===== src/rtl/mips_pipe_pkg.sv =====
// Shared types and constants for the MIPS pipeline MEM stage.
package mips_pipe_pkg;

  localparam int unsigned XLEN   = 32;
  localparam int unsigned CTRL_W = 3;

  // control_mem bit positions as delivered by EX/MEM
  localparam int unsigned CM_BRANCH = 2;
  localparam int unsigned CM_READ   = 1;
  localparam int unsigned CM_WRITE  = 0;

  // Fault codes reported on fault_code
  localparam logic [1:0] FAULT_NONE     = 2'b00;
  localparam logic [1:0] FAULT_MISALIGN = 2'b01;
  localparam logic [1:0] FAULT_BUSERR   = 2'b10;
  localparam logic [1:0] FAULT_TIMEOUT  = 2'b11;

  // MEM-stage sequencer states
  typedef enum logic [1:0] {
    IDLE   = 2'b00,
    ACCESS = 2'b01,
    DONE   = 2'b10,
    FAULT  = 2'b11
  } state_t;

  // Word accesses only: any low address bit set is misaligned
  function automatic logic is_misaligned(input logic [XLEN-1:0] addr);
    return addr[1:0] != 2'b00;
  endfunction

endpackage


===== src/rtl/mem_timeout_cnt.sv =====
// Saturating ACCESS-cycle counter; expired flags the last allowed cycle.
module mem_timeout_cnt #(
  parameter int unsigned MAX_COUNT = 255,
  parameter int unsigned CNT_W     = $clog2(MAX_COUNT + 1)
) (
  input  logic             CLK,
  input  logic             RST,
  input  logic             clr,
  input  logic             en,
  output logic [CNT_W-1:0] count,
  output logic             expired
);

  // Clear has priority; count stops at MAX_COUNT
  always_ff @(posedge CLK) begin
    if (RST || clr) begin
      count <= '0;
    end else if (en && !expired) begin
      count <= count + CNT_W'(1);
    end
  end

  assign expired = (count == CNT_W'(MAX_COUNT));

endmodule


===== src/rtl/data_mem_ctrl.sv =====
// MEM-stage sequencer: drives a req/ack data bus, stalls the pipe, reports faults.
module data_mem_ctrl
  import mips_pipe_pkg::*;
#(
  parameter int unsigned TIMEOUT_CYCLES = 255
) (
  input  logic              CLK,
  input  logic              RST,
  input  logic [CTRL_W-1:0] control_mem,
  input  logic [XLEN-1:0]   ALU_result,
  input  logic [XLEN-1:0]   read_data_2,
  input  logic              exception_disable,
  output logic              mem_req,
  output logic              mem_we,
  output logic [XLEN-1:0]   mem_addr,
  output logic [XLEN-1:0]   mem_wdata,
  input  logic              mem_ack,
  input  logic              mem_err,
  input  logic [XLEN-1:0]   mem_rdata,
  output logic              stall,
  output logic [XLEN-1:0]   load_data,
  output logic              load_valid,
  output logic              fault,
  output logic [1:0]        fault_code
);

  localparam int unsigned CNT_W = $clog2(TIMEOUT_CYCLES + 1);

  state_t           state;
  logic             killed;
  logic             start;
  logic             misaligned;
  logic             kill_now;
  logic             cnt_en;
  logic             cnt_expired;
  logic [CNT_W-1:0] acc_cnt;
  logic             unused_sig;

  assign start      = (control_mem[CM_READ] | control_mem[CM_WRITE]) & ~exception_disable;
  assign misaligned = is_misaligned(ALU_result);
  // A flush arriving on the completing cycle still discards the result
  assign kill_now   = killed | exception_disable;

  // Upstream registers must hold on the very edge that latches the access
  assign stall = ((state == IDLE) && start) || (state == ACCESS);

  // Counter runs from the launch edge so it reads 1 on the first ACCESS cycle
  assign cnt_en = ((state == IDLE) && start && !misaligned) || (state == ACCESS);

  assign unused_sig = ^{control_mem[CM_BRANCH], acc_cnt};

  mem_timeout_cnt #(
    .MAX_COUNT (TIMEOUT_CYCLES),
    .CNT_W     (CNT_W)
  ) u_timeout_cnt (
    .CLK     (CLK),
    .RST     (RST),
    .clr     (!cnt_en),
    .en      (cnt_en),
    .count   (acc_cnt),
    .expired (cnt_expired)
  );

  // Sequencer with registered bus, pulse and fault outputs
  always_ff @(posedge CLK) begin
    if (RST) begin
      state      <= IDLE;
      killed     <= 1'b0;
      mem_req    <= 1'b0;
      mem_we     <= 1'b0;
      mem_addr   <= '0;
      mem_wdata  <= '0;
      load_data  <= '0;
      load_valid <= 1'b0;
      fault      <= 1'b0;
      fault_code <= FAULT_NONE;
    end else begin
      load_valid <= 1'b0;
      fault      <= 1'b0;
      case (state)
        IDLE: begin
          killed <= 1'b0;
          if (start) begin
            if (misaligned) begin
              state      <= FAULT;
              fault      <= 1'b1;
              fault_code <= FAULT_MISALIGN;
            end else begin
              state     <= ACCESS;
              mem_req   <= 1'b1;
              mem_addr  <= ALU_result;
              mem_wdata <= read_data_2;
              mem_we    <= control_mem[CM_WRITE];
            end
          end
        end
        ACCESS: begin
          if (exception_disable) begin
            killed <= 1'b1;
          end
          if (mem_ack) begin
            mem_req <= 1'b0;
            if (mem_err) begin
              state <= FAULT;
              if (!kill_now) begin
                fault      <= 1'b1;
                fault_code <= FAULT_BUSERR;
              end
            end else begin
              state <= DONE;
              if (!kill_now && !mem_we) begin
                load_data  <= mem_rdata;
                load_valid <= 1'b1;
              end
            end
          end else if (cnt_expired) begin
            mem_req <= 1'b0;
            state   <= FAULT;
            if (!kill_now) begin
              fault      <= 1'b1;
              fault_code <= FAULT_TIMEOUT;
            end
          end
        end
        DONE: begin
          killed <= 1'b0;
          state  <= IDLE;
        end
        FAULT: begin
          killed <= 1'b0;
          state  <= IDLE;
        end
        default: state <= IDLE;
      endcase
    end
  end

endmodule


===== config.mk =====
export PLATFORM = sky130hd
export DESIGN_NAME = data_mem_ctrl
export DESIGN_NICKNAME = d
export VERILOG_FILES = /design/src/rtl/mips_pipe_pkg.sv /design/src/rtl/mem_timeout_cnt.sv /design/src/rtl/data_mem_ctrl.sv
export SDC_FILE = /design/constraint.sdc
export NUM_CORES = 1
export LEC_CHECK = 0
export CAP_MARGIN = 15
export CORE_MARGIN = 1.5
export CORE_UTILIZATION = 40
export DETAILED_ROUTE_END_ITERATION = 12
export GPL_ROUTABILITY_DRIVEN = 0
export PLACE_DENSITY = 0.87
export SLEW_MARGIN = 20
export SYNTH_ARGS = -nofsm -noshare
export SYNTH_HDL_FRONTEND = slang
export SYNTH_SLANG_ARGS = --single-unit
export TNS_END_PERCENT = 30

===== constraint.sdc =====
create_clock -name CLK -period 2.09 [get_ports CLK]
set_input_delay 0.5225 -clock CLK [delete_from_list [all_inputs] [get_ports CLK]]
set_output_delay 0.5225 -clock CLK [all_outputs]
set_load 0.02 [all_outputs]

==> results of run 1 <==
-- flip-flops by register name (all words and copies together) (netlist names) --
register,count
load_valid,1
fault,1
mem_addr,32
killed,1
u_timeout_cnt.count,8
fault_code,2
load_data,32
mem_req,1
state,2
mem_we,1
mem_wdata,32
-- logic make-up (layout without fill, tap and decap cells) --
family	count (synthesis)	count (layout)	share of synthesized area, %
AOI/OAI and AO/OA	113	113	15.0
xor gates and xnor gates	4	4	0.866
adders and majority gates	1	1	0.309
buffers and inverters	39	258	3.99
DFF	113	113	55.9
and+or+nand+nor	233	233	23.9
-- metal layers --
layer | share of wire [%] | vias up
li1 | - | 2058
met1 | 38 | 2048
met2 | 53 | 189
met3 | 6.3 | 34
met4 | 2.9 | 0
met5 | 0 | -
-- how the worst max path moves through the flow --
stage	start	to	slack, ps
global route	exception_disable	stall	-30
global placement	exception_disable	stall	-460
floorplan	exception_disable	load_data[16]$_SDFFE_PP0P_	270
CTS	exception_disable	mem_wdata[3]$_SDFFE_PP0P_	40
detailed placement	exception_disable	stall	-460
finish	exception_disable	stall	10
-- cell usage after synthesis --
library cell	number	share of area, %
a211oi_1	3	0.56
a211oi_2	1	0.31
a21o_4	1	0.37
a21oi_1	100	12
a31oi_1	1	0.15
and3_1	2	0.31
and4_1	1	0.22
buf_1	1	0.093
buf_2	12	1.5
clkbuf_1	22	2.0
dfxtp_1	113	56
ha_1	1	0.31
inv_1	4	0.37
nand2_1	193	18
nand2b_1	3	0.46
nand3_1	4	0.49
nand4_1	1	0.15
nor2_1	11	1.0
nor2b_1	1	0.15
nor3_1	2	0.25
nor3_2	1	0.25
nor3b_1	5	0.93
nor3b_2	1	0.31
nor4_1	3	0.46
nor4_2	1	0.31
o21a_1	2	0.37
o21ai_0	1	0.12
o21bai_1	2	0.37
o22ai_1	1	0.15
o31a_1	1	0.22
or2_1	2	0.31
or4_1	2	0.37
xnor2_1	4	0.87
-- critical path: stages --
cell             delay [ps]
clkdlybuf4s50_1         400
o21bai_1                210
a21oi_2                 220
buf_2                   200
-- final cells by class --
cell class / count / area share (%)
Timing Repair Buffer: 224 / 32.5
Tap cell: 133 / 2.42
Inverter: 4 / 0.218
Sequential cell: 113 / 32.8
Multi-Input combinational cell: 351 / 23.9
Clock buffer: 24 / 6.98
Clock inverter: 6 / 1.16
-- through the flow --
| step | std cells | worst slack, ps | instance area (µm²) |
|---|---|---|---|
| finish | 855 | 15.0 | 6890 |
| global route | 855 | -32.5 | 6890 |
| CTS | 855 | 36.5 | 6880 |
| detailed placement | 824 | -465 | 6320 |
| global placement | 824 | -464 | 6320 |
| floorplan | 503 | 267 | 4050 |
-- power by group --
part | total (W) | internal [W] | switching [W]
registers | 0.00224 | 0.00221 | 0.0000320
clock network | 0.00269 | 0.00180 | 0.000891
logic | 0.000589 | 0.000328 | 0.000261
-- repair_timing --
action,CTS,global route
hold buffers,0,0
hold endpoints to repair,0,0
gates resized for setup,6,2
setup endpoints to repair,2,29
pin swaps,1,0
buffers inserted,1,0
==> out/qor.csv, run 1 <==
metric,value,unit
final-seq-area,2260,µm²
finalHoldViolations,0,
irDropWorstVdd,0.435,mV
whs_endpoint,mem_addr[30]$_SDFFE_PP0P_,
start_kind,input pin,
avgSynthCellArea,8.04,µm²
post-route-period-util,99.3,%
cap_violations,0,
wl,12.7,mm
cts.path.max_buffers,2,
fp.coreArea,9770,µm²
yosysSeqAreaShare,55.9,%
worstSetupPathType,input pin to primary output,
track_usage,24.5,%
leakage,2.40,nW
grt_max_degree,53,
num_antenna_cells,0,
fmax,482,MHz
syn_area,4050,µm²
ff2ff_setup_slack,350,ps
pin_count,207,
root_buffer,clkbuf_8,
ys_types,33,
fp.dieH,104,µm
crit_required,1570,ps
cts_sinks,113,
r2r_cells,5,
rows,36,
postRouteAntennaNets,0,
status,"complete, no violations",
holdPathStages,2,
hold_path_class,register to register,
gr-usage-met3,7.11,%
timing.setup.tns,0,ps
grt_pass1_wl,21.1,mm
die-area,10700,µm²
clkTransAtPathRegs,50,ps
die_w,104,µm
fin_crit,2080,ps
grt_overflow,0,
nets,816,
rsz0062_at_grt,yes,
max-slew-margin-rel,61.9,%
synthCells,503,
clkLatencyLatePin,500,ps
num-fill-cells,722,
synth_nets,608,
drv_slew,0,
hold_start,mem_addr[30]$_SDFFE_PP0P_,
wire_per_inst,14.9,µm
synth_seq_cells,113,
cts_tree,built,
layout_commonest_cell,clkdlybuf4s50_1,
critPathMaxFanout,2,
cp-end-kind,primary output,
grt.busiest_layer,met2,
dr.pass1.iters,5,
floorplan.initialDensity,41.4,%
setup_viol,0,
mostFrequentLayoutCells,"202 x clkdlybuf4s50_1, 193 x nand2_1, 113 x dfxtp_1",
ys_warn_count,0,
hpwl,8.82,mm
grt_pass1_vias,4372,
portBuffers,205,
regToRegEndpoint,fault_code[1]$_SDFFE_PP0P_,
cellPowerDensity,802,nW/µm²
met1_usage,25.9,%
multiInputGateArea,1640,µm²
vias,4329,
syn_to_final_growth,70.3,%
drive_gt1_share,7.76,%
r2r-start,u_timeout_cnt.count[0]$_SDFFE_PP0P_,
fin_skew,10.3,ps
cp.arrival,1550,ps
drtIter0Drc,234,
totalPowerFinal,0.00552,W
antenna_found_initial,0,
viasPerCell,5.06,
htreeDepth,4,
final_util,70.5,%
worst_hold_slack,451,ps
numCtsBuffers,17,
drc_errors,0,
worstMarginPinSlew,571,ps
met2_usage,44.2,%
Note: power is estimated with default switching activity, not from simulation.
==> inputs of run 2 (changes only) <==
- ABC_AREA: unset -> 1
- PLACE_DENSITY: 0.87 -> 0.86
==> run 2 against run 1 <==
Effect of this change:
- first-iteration DRC count down 15%
- core utilization is 2.4 points lower
- die area up 2.7%
- combinational power rose by 32%
- register-to-register slack better by 270 ps
- critical path depth is 3 lower
- final cell count rose by 3.7%
- sequential power is 2% higher
- global-route usage shrank 2.8 points
- fmax grew 3.5%
- setup slack improved by 71 ps
- largest cell class unchanged
- largest power group unchanged
==> out/qor.csv, run 2 <==
metric,value,unit,change
cp-end-kind,primary output,,
fin_crit,2000,ps,-71.1 ps
routed.top_layer,met4,,
synth_most_common_cell,nor2_1,,
synth_nets,637,,+4.8%
max-slew-margin-rel,80.9,%,+19 points
fin_cells,887,,+3.7%
fp.dieH,105,µm,+1.3%
postRouteAntennaNets,0,,unchanged
place_area,6380,µm²,+0.95%
synth_seq_cells,113,,unchanged
yosysTopAreaCell,dfxtp_1,,
wire_per_inst,13.2,µm,-11%
cp.arrival,1480,ps,-70 ps
cap_violations,0,,unchanged
track_usage,21.7,%,-2.8 points
drtIter0Drc,198,,-15%
crit_required,1570,ps,about the same
drv_slew,0,,unchanged
status,"complete, no violations",,
irDropWorstVdd,0.447,mV,+2.9%
cts.path.max_buffers,2,,unchanged
crit_chain,clkdlybuf4s50_1,,
worstMarginPinSlew,287,ps,-284 ps
crit_buf_inv,1,,-1
rows,37,,+2.8%
hpwl,8.33,mm,-5.5%
antenna_found_initial,0,,unchanged
synth-edff-count,0,,unchanged
worstSetupPathType,register to primary output,,
ys_warn_count,0,,unchanged
cts_sinks,113,,unchanged
grt_max_degree,60,,+13%
synth_top_cell_area_share,54.4,%,-1.5 points
reg_top3,"load_data (32), mem_addr (32), mem_wdata (32)",,
fp.coreArea,10200,µm²,+4.2%
setup_viol,0,,unchanged
start_kind,register,,
final_util,68.0,%,-2.4 points
cts_tree,built,,
synthCells,532,,+5.8%
async_flop_share,0,%,unchanged
viasPerCell,4.77,,-5.8%
clkLatencyLatePin,500,ps,about the same
m1WireLength,4.70,mm,-3.3%
grt_pass1_vias,4129,,-5.6%
multiInputGateArea,1620,µm²,-1.3%
num_antenna_cells,0,,unchanged
synth_ff_type,dfxtp_1,,
finalHoldViolations,0,,unchanged
grt_overflow,0,,unchanged
wl_met2,5.94,mm,-11%
yosys-top-cells-count,"204 x nor2_1, 113 x dfxtp_1, 82 x o21ai_0",,
clkTransAtPathRegs,50,ps,about the same
htreeDepth,4,,unchanged
drc_errors,0,,unchanged
mostFrequentLayoutCells,"203 x nor2_1, 203 x clkdlybuf4s50_1, 113 x dfxtp_1",,
dp_cells,858,,+4.1%
post-route-period-util,95.9,%,-3.4 points
fin_skew,6.55,ps,-3.80 ps
final_area,6930,µm²,+0.60%
die_w,105,µm,+1.3%
max_stage_delay,630,ps,+230 ps
final-seq-area,2260,µm²,unchanged
syn_area,4160,µm²,+2.8%
synth_area_leaders,"dfxtp_1 54%, nor2_1 18%, o21ai_0 9.9%",,
num-fill-cells,828,,+15%
numCtsBuffers,17,,unchanged
leakage,2.65,nW,+10%
floorplan.initialDensity,40.8,%,-0.57 points
critPathMaxFanout,2,,unchanged
dr.pass1.iters,4,,-1
rsz0062_at_grt,no,,
syn_to_final_growth,66.7,%,
vias,4230,,-2.3%
grt_pass1_wl,19.1,mm,-9.2%
ff2ff_setup_slack,620,ps,+270 ps
avgSynthCellArea,7.81,µm²,-2.8%
fmax,499,MHz,+3.5%
drive_gt1_share,8.12,%,+0.37 points
slowest_stage,clkdlybuf4s50_1,,
cellPowerDensity,824,nW/µm²,+2.8%
die-area,11000,µm²,+2.7%
dr_wl_met3,859,µm,+7.5%
pin_count,207,,unchanged
yosysSeqAreaShare,54.4,%,-1.5 points
portBuffers,205,,unchanged
root_buffer,clkbuf_8,,
wl,11.7,mm,-7.9%
hold_path_class,register to register,,
hold_buffers,0,,unchanged
ys_types,24,,-27%
nets,846,,+3.7%
crit_family,buffers and inverters,,
## run 2: logic make-up (layout without fill, tap and decap cells)
kind of cell | count (synthesis) | after routing | synth area share, %
buf+inv | 48 | 267 | 6.59
xor+xnor | 3 | 3 | 0.632
flops | 113 | 113 | 54.4
compound gates | 110 | 110 | 13.4
fa+ha+maj | 1 | 1 | 0.301
simple gates | 257 | 257 | 24.7
## run 2: path summary, 6_finish.rpt
check                                                    startpoint                          to  cells past startpoint
worst max-delay path                     mem_wdata[24]$_SDFFE_PP0P_               mem_wdata[24]                      1
worst min-delay path                       mem_addr[1]$_SDFFE_PP0P_    mem_addr[1]$_SDFFE_PP0P_                      2
worst max register to register  u_timeout_cnt.count[0]$_SDFFE_PP0P_  fault_code[0]$_SDFFE_PP0P_                      8
worst min register to register             mem_addr[1]$_SDFFE_PP0P_    mem_addr[1]$_SDFFE_PP0P_                      2
## run 2: layout make-up
| cell class | instances | area share (%) |
|---|---|---|
| well taps | 136 | 2.46 |
| clock buffers | 24 | 7.22 |
| clock inverters | 5 | 0.758 |
| repair buffers | 221 | 32.6 |
| multi-input cells | 371 | 23.4 |
| inverters | 17 | 0.921 |
| flip-flops and latches | 113 | 32.6 |
## run 2: metal layers
metal	vias up	track usage, %
li1	2119	-
met4	0	9.20
met3	21	7.17
met2	157	38.7
met1	1933	23.3
met5	-	0
## run 2: timing repair
action	in CTS	in global routing
setup buffers	0	0
cloned	0	0
gates resized for setup	5	1
setup endpoints to repair	1	1
## run 2: stage by stage
step	setup slack (ps)	power (W)	hold WS, ps	setup TNS (ps)
floorplan	651	0.00268	454	0
global placement	-317	0.00309	433	-317
detailed placement	-334	0.00311	438	-336
CTS	29.4	0.00577	448	0
global route	15.8	0.00595	474	0
finish	86.1	0.00571	449	0
## run 2: where the power goes
part	total [W]	leakage, nW	internal [W]	switching [W]
Sequential	0.00229	0.917	0.00224	0.0000455
Clock	0.00264	0.275	0.00174	0.000908
Combinational	0.000776	1.46	0.000414	0.000362
Total	0.00571	2.65	0.00439	0.00132
